File: src/rtl/ct_pkg.sv
// ct_pkg: definitions shared by the ct_* fabric stages.
//   ct_state_e  - arbitration state (CT_IDLE / CT_LOCKED)
//   clog2       - ceiling log2 for elaboration-time width math
//   idx_width   - width of an input index, never narrower than one bit
package ct_pkg;

  typedef enum logic {
    CT_IDLE   = 1'b0,
    CT_LOCKED = 1'b1
  } ct_state_e;

  function automatic int clog2(input int n);
    int r;
    int v;
    r = 0;
    v = n - 1;
    while (v > 0) begin
      r = r + 1;
      v = v >> 1;
    end
    return r;
  endfunction

  function automatic int idx_width(input int n);
    return (clog2(n) < 1) ? 1 : clog2(n);
  endfunction

endpackage

File: src/rtl/ct_rr_arbiter.sv
// ct_rr_arbiter: combinational round-robin pick over NI requesters.
//   req     - request per input
//   ptr     - highest-priority input index (scan starts here and wraps)
//   gnt     - one-hot grant, all zero when nothing requests
//   gnt_idx - binary index of the granted input (0 when nothing requests)
module ct_rr_arbiter
  import ct_pkg::*;
#(
  parameter  int NI = 2,
  localparam int WI = idx_width(NI)
) (
  input  logic [NI-1:0] req,
  input  logic [WI-1:0] ptr,
  output logic [NI-1:0] gnt,
  output logic [WI-1:0] gnt_idx
);

  generate
    if (NI == 1) begin : g_one
      logic unused_ptr;
      assign unused_ptr = ^ptr;
      assign gnt        = req;
      assign gnt_idx    = '0;
    end else begin : g_many
      logic [WI-1:0] idx;
      logic          found;

      // Walk ptr, ptr+1, ..., NI-1, 0, ... once; the first requester wins.
      // The wrap is an explicit compare so non-power-of-2 NI works.
      always_comb begin
        gnt     = '0;
        gnt_idx = '0;
        found   = 1'b0;
        idx     = (int'(ptr) < NI) ? ptr : '0;
        for (int i = 0; i < NI; i++) begin
          if (!found && req[idx]) begin
            found    = 1'b1;
            gnt[idx] = 1'b1;
            gnt_idx  = idx;
          end
          idx = (idx == WI'(NI - 1)) ? '0 : idx + 1'b1;
        end
      end
    end
  endgenerate

endmodule

File: src/rtl/ct_merge.sv
// ct_merge: packet-aware NI-to-1 merge with round-robin arbitration.
// A granted input keeps the output until its end-of-packet beat has
// transferred, so packets from different sources never interleave.
//   clk, reset (async, active low)
//   i_data/i_valid/o_ready - NI input streams, input k at [k*WO +: WO]
//   o_data/o_valid/i_ready - registered output stream
//   dbg_state              - current arbitration state
//
// Handshake: a word moves on input k when i_valid[k] & o_ready[k] and on
// the output when o_valid & i_ready. Senders never withdraw valid or data
// once presented. o_ready depends on i_valid, state, o_valid and i_ready
// only; i_data reaches control logic solely through its eop bit.
module ct_merge
  import ct_pkg::*;
#(
  parameter int NI      = 2,
  parameter int WO      = 8,
  parameter int EOP_LOC = 0
) (
  input  logic             clk,
  input  logic             reset,
  input  logic [NI*WO-1:0] i_data,
  input  logic [NI-1:0]    i_valid,
  output logic [NI-1:0]    o_ready,
  output logic [WO-1:0]    o_data,
  output logic             o_valid,
  input  logic             i_ready,
  output ct_state_e        dbg_state
);

  localparam int WI = idx_width(NI);

  ct_state_e     state_q, state_d;
  logic [WI-1:0] own_q, own_d;
  logic [WI-1:0] rr_q, rr_d;
  logic          free;
  logic [NI-1:0] gnt;
  logic [WI-1:0] gnt_idx;
  logic [WI-1:0] sel_idx;
  logic [WO-1:0] sel_data;
  logic          sel_eop;
  logic          xfer;

  function automatic logic [WI-1:0] wrap_inc(input logic [WI-1:0] k);
    return (k == WI'(NI - 1)) ? '0 : k + 1'b1;
  endfunction

  // Output slot can take a word when empty or draining this cycle.
  assign free = ~o_valid | i_ready;

  ct_rr_arbiter #(.NI(NI)) u_arb (
    .req    (i_valid),
    .ptr    (rr_q),
    .gnt    (gnt),
    .gnt_idx(gnt_idx)
  );

  // Input currently offered the slot: the owner while locked, else the
  // round-robin candidate.
  assign sel_idx = (state_q == CT_LOCKED) ? own_q : gnt_idx;

  generate
    if (NI == 1) begin : g_single
      assign sel_data = i_data;
    end else begin : g_multi
      logic [WO-1:0] word [NI];
      for (genvar k = 0; k < NI; k++) begin : g_word
        assign word[k] = i_data[k*WO +: WO];
      end
      assign sel_data = word[sel_idx];
    end
  endgenerate

  assign sel_eop = sel_data[EOP_LOC];
  assign xfer    = |(i_valid & o_ready);

  // State register
  always_ff @(posedge clk or negedge reset) begin
    if (!reset) begin
      state_q <= CT_IDLE;
      own_q   <= '0;
      rr_q    <= '0;
    end else begin
      state_q <= state_d;
      own_q   <= own_d;
      rr_q    <= rr_d;
    end
  end

  // Next-state logic
  always_comb begin
    state_d = state_q;
    own_d   = own_q;
    rr_d    = rr_q;
    if (xfer) begin
      case (state_q)
        CT_IDLE: begin
          if (sel_eop) begin
            rr_d = wrap_inc(sel_idx);
          end else begin
            state_d = CT_LOCKED;
            own_d   = sel_idx;
          end
        end
        CT_LOCKED: begin
          if (sel_eop) begin
            state_d = CT_IDLE;
            rr_d    = wrap_inc(own_q);
          end
        end
      endcase
    end
  end

  // Output logic. With a single input there is nothing to arbitrate, so
  // the only input always sees the slot state (own_q is 0 there).
  always_comb begin
    o_ready   = '0;
    dbg_state = state_q;
    if (reset) begin
      if (NI == 1 || state_q == CT_LOCKED) begin
        o_ready = NI'(free) << own_q;
      end else begin
        o_ready = gnt & {NI{free}};
      end
    end
  end

  // Output slot: loaded only by a completed input transfer, otherwise it
  // empties when drained and holds its data.
  always_ff @(posedge clk or negedge reset) begin
    if (!reset) begin
      o_valid <= 1'b0;
      o_data  <= '0;
    end else if (xfer) begin
      o_valid <= 1'b1;
      o_data  <= sel_data;
    end else if (i_ready) begin
      o_valid <= 1'b0;
    end
  end

endmodule
File: config.mk
export PLATFORM = sky130hd
export DESIGN_NAME = ct_merge
export DESIGN_NICKNAME = d
export VERILOG_FILES = /design/src/rtl/ct_pkg.sv /design/src/rtl/ct_rr_arbiter.sv /design/src/rtl/ct_merge.sv
export SDC_FILE = /design/constraint.sdc
export NUM_CORES = 1
export LEC_CHECK = 0
export ABC_AREA = 1
export BUFFER_PORTS_ARGS = -buffer_cell sky130_fd_sc_hd__clkbuf_2
export CAP_MARGIN = 20
export CELL_PAD_IN_SITES_DETAIL_PLACEMENT = 0
export CELL_PAD_IN_SITES_GLOBAL_PLACEMENT = 1
export CORE_MARGIN = 8
export CORE_UTILIZATION = 26
export CTS_BUF_LIST = sky130_fd_sc_hd__clkbuf_4 sky130_fd_sc_hd__clkbuf_8 sky130_fd_sc_hd__clkbuf_16
export DETAILED_ROUTE_END_ITERATION = 10
export GPL_TIMING_DRIVEN = 0
export PLACE_DENSITY = 0.81
export SYNTH_ARGS = -nofsm -noshare
export SYNTH_HDL_FRONTEND = slang
export SYNTH_SLANG_ARGS = --single-unit
File: constraint.sdc
create_clock -name clk -period 1.3 [get_ports clk]
set_clock_uncertainty 0.15 [all_clocks]
set_input_delay 0.13 -clock clk [delete_from_list [all_inputs] [get_ports clk]]
set_output_delay 0.13 -clock clk [all_outputs]
set_load 0.1 [all_outputs]
=== After elaboration in Yosys (flattened, before gate mapping) ===
Index checks and enable logic that the tools add are counted.

* Register bits after elaboration: 12
* Input bits: 21
* Output and inout bits: 12
* Word-level logic and storage cells: 60

* $add $sub $neg: 3
* Order comparisons: 5
* Equality and inequality tests: 2
* Shifts and indexed selects: 1
* Muxes and demuxes: 28
* Bitwise operators: 8
* Reductions and logical operators: 8

{| class="wikitable"
|+ Operators with widths
! kind !! count
|-
| 2-to-1 mux 8 bit || 3
|-
| 2-to-1 mux 1 bit || 18
|-
| 2-to-1 mux 2 bit || 4
|-
| AND reduction 3 bit || 2
|-
| AND 2 bit || 2
|-
| < comparator 1 x 2 -> 1 bit, second input constant || 2
|-
| adder 1 bit, second input constant || 3
|-
| logical AND 1 bit || 3
|-
| NOT 1 bit || 3
|-
| demux 1 bit (select 1 bit) || 2
|-
| >= comparator 1 bit, second input constant || 2
|-
| >= comparator 2 bit, second input constant || 1
|-
| != test 2 x 1 -> 1 bit, second input constant || 1
|-
| != test 2 bit, second input constant || 1
|-
| NOT 1 -> 2 bit || 1
|-
| bitwise OR 2 bit || 1
|-
| one-hot mux 1 bit (2 select lines) || 1
|-
| nonzero test 2 bit || 1
|-
| OR reduction 2 bit || 1
|-
| left shift 1 x 1 -> 2 bit || 1
|-
| zero test 1 bit || 1
|-
| bitwise OR 1 bit || 1
|}

=== Depth between registers and ports, before layout ===
* Depth after elaboration: 14
* Gate-level depth with buffers: 10
* Depth with buffers taken out: 10

=== Cells and area by module ===
From an unflattened synthesis, not the netlist that was laid out.

* Cells, all modules: 103
* Area, all modules: 728.2 um^2

{| class="wikitable"
|+ Modules (own cells, without submodules)
! module !! times used !! cells each !! area an instance (um^2) !! seq. area each (um^2)
|-
| ct_merge || 1 || 98 || 699.4 || 300.3
|-
| ct_rr_arbiter || 1 || 5 || 28.8 || 0.0
|}

=== Worst setup path after synthesis ===
OpenSTA, ideal clock, no wires.

* Kind: flip-flop to output port
* Start: register state_q, in the netlist dbg_state
* End: output port o_ready[1]
* Arrival: 3,421 ps
* Data required time: 1,020 ps
* Slack: -2,401 ps
* Cell stages (with the launch flop): 6
* Path buffers: 1
* Path through: dfrtp_1 inv_2 nand3_1 nand2_1 buf_6 nor3_1

* Cells in the longest elaborated chain, start to end: 2

{| class="wikitable"
|+ RTL lines
! item !! line !! source
|-
| start: declaration || ct_merge.sv:33 || <nowiki>ct_state_e state_q, state_d;</nowiki>
|-
| start signal: assignment || ct_merge.sv:84 || <nowiki>state_q <= state_d;</nowiki>
|-
| 2-to-1 mux 2 bit || ct_merge.sv:121 || <nowiki>if (NI == 1 || state_q == CT_LOCKED) begin</nowiki>
|-
| 2-to-1 mux 2 bit || ct_merge.sv:120 || <nowiki>if (reset) begin</nowiki>
|-
| end: declaration || ct_merge.sv:24 || <nowiki>output logic [NI-1:0] o_ready,</nowiki>
|}

No other way between the ends.

=== Worst setup path after layout ===
Ends and elaborated chain as after synthesis.

==> metrics.cfg <==
[status]
status = finished with violations
violations = negative setup slack

[sta]
max_freq_ghz = 0.561
rsz0062_at_grt = yes
period_minus_slack_ns = 1.78
period_share_pct = 137
worst_slack_ns = -0.482
max_slew_margin_pct = 63.5
final_hold_viol_count = 0
setup_violations = 16
tightest_slew_ns = 0.546
finalMaxSlewViolations = 0

[finish]
drive_gt1_share_pct = 52.4
final_area_mm2 = 0.00120
num_antenna_cells = 0
fillCellCount = 232
final_nets = 165
area_growth_pct = 84.1
multi_input_area_um2 = 384
regArea_um2 = 308
fin_util_pct = 49.5
layout.cells.non_filler = 173

[synth]
synth_top_area_share_pct = 45.9
ys_ff_latch = 12
synth_area_per_cell_um2 = 7.11
synth.area.top_cells = dfrtp_1 (46%), nand2_1 (32%), buf_6 (3.4%)
syn_area_um2 = 654
synth.distinct_cells = 15
synthCells = 92
syn_nets = 113
yosysTopAreaCell = dfrtp_1
ys_warn_count = 0
seq_area_frac_synth_pct = 45.9

[job]
cap_violations = 0

[die]
die_y_um = 66.2
io_pins = 33
core.rowCount = 18
design.core.area_mm2 = 0.00243
die_area_mm2 = 0.00438
initial_core_util_pct = 26.9
die_w_um = 66.2

[routing]
drtIter0Drc = 41
drc = 0
route.final.wire_length_mm = 2.26
vias = 769
via_per_inst = 4.45
firstDrtPassIters = 4
wl_per_cell_um = 13.1
postRouteAntennaNets = 0

[clocking]
cts.sinks = 12
clock_latency_ns = 0.27
cts_tree = done
ctsHtreeMaxLevel = 1
cts_made_buffers = 3
cts_buffer_depth = 2
path_clk_slew_ns = 0.08
cts_root_buf = clkbuf_4

[global_routing]
antenna_found_initial = 0
grt_max_degree = 14
grt_overflow_total = 0
grt_usage_pct = 10.5
grt_pass1_wl_mm = 3.71
grt_pass1_vias = 825

[setup_path]
cp-startpoint = dbg_state$_DFFE_PN0P_
cp-end-kind = output port
worstPathMaxFanout = 3
crit_type = register to output port
arrival_ns = 1.50
required_ns = 1.02
r2r-start = dbg_state$_DFFE_PN0P_
cp-start-kind = register

[placement]
placed_cell_area_um2 = 888
place.gp.congestion = 0.789
dpl.hpwl_mm = 1.44
port_buffers = 32
dpl.cell_count = 154

[hold_path]
hold_class = input pin to register
min_from = i_data[12]

worst paths after layout:
kind                       cells past startpoint                    end  slack [ns]
setup / recovery                               6             o_ready[1]       -0.48
hold / removal                                 5  o_data[4]$_DFFE_PN0P_       0.002
setup reg to reg                               7  dbg_state$_DFFE_PN0P_       -0.39
hold reg to reg                                2  o_data[3]$_DFFE_PN0P_        0.32
max in group asynchronous                      2  dbg_state$_DFFE_PN0P_        0.35
min in group asynchronous                      2    o_valid$_DFFE_PN0P_        0.24
metal layers:
metal	vias up	global-route usage (%)	share of wire, %
met5	-	0	0
met4	0	4.27	1.4
met3	4	3.22	7.8
met2	25	18.0	51
met1	357	11.6	40
li1	383	-	-
per-stage QoR:
stage	TNS (ns)	worst slack, ns	hold WS, ns
final	-4.95	-0.482	0.00175
after global routing	-6.00	-0.529	0.0287
after CTS	-5.20	-0.465	-0.404
after detailed placement	-3.95	-0.513	-0.110
after global placement	-3.58	-0.492	-0.112
after floorplan	-5.41	-0.817	-0.316
area by class of cell:
cell class	count	share of cell area, %
sequential	12	25.5
clock buffer	4	2.49
inverter	6	2.70
timing repair buffer	46	31.6
multi-input combinational	72	31.9
buffer	2	2.18
timing repair inverter	1	0.519
tap	30	3.12
cell families after synthesis:
group                  after synthesis  share of synthesized area, %
DFF                                 12                          45.9
AOI/OAI and AO/OA                    2                          1.91
and+or+nand+nor                     70                          45.3
buffers and inverters                8                          6.88
placed cells by master, fill, tap and decap left out, types with 2 or more instances in the layout:
cell type	count
inv_4	3
clkbuf_16	3
dlygate4sd3_1	2
dfrtp_4	2
nand3_1	2
buf_6	5
nor2_4	2
buf_4	8
dfrtp_1	10
clkbuf_2	20
inv_1	2
nand3_2	3
nand2_2	5
nand2_1	50
clkbuf_4	12
nand2_4	2
cells in the mapped netlist:
cell and n:
nor2_1 3, nand3_2 2, buf_6 2, nand2_2 2, nand3_1 4, o21a_1 1, inv_1 3, dfrtp_1 12
or2_4 1, inv_2 3, nand2_1 55, and2_1 1, nor3_1 1, o21ai_0 1, nand4_1 1
state kept, by name, summed over array words and instances (netlist names):
| name | cells |
|---|---|
| dbg_state | 1 |
| o_valid | 1 |
| own_q | 1 |
| o_data | 8 |
| rr_q | 1 |
what timing repair did:
item,in CTS,in global routing
buffers inserted,8,3
gates cloned,2,0
hold endpoints to repair,13,13
setup endpoints to repair,24,15
resized for setup,31,13
pin swaps,7,5
worst max-delay path: stages (launching register included):
cell       delay [ns]
dfrtp_4          0.50
inv_4            0.07
or2_4            0.13
nand2_4          0.05
buf_8            0.12
nor3_4           0.13
clkbuf_16        0.23
Power is not shown: default switching activity piles up to over one toggle a cycle in this logic, so the estimate is an artifact.
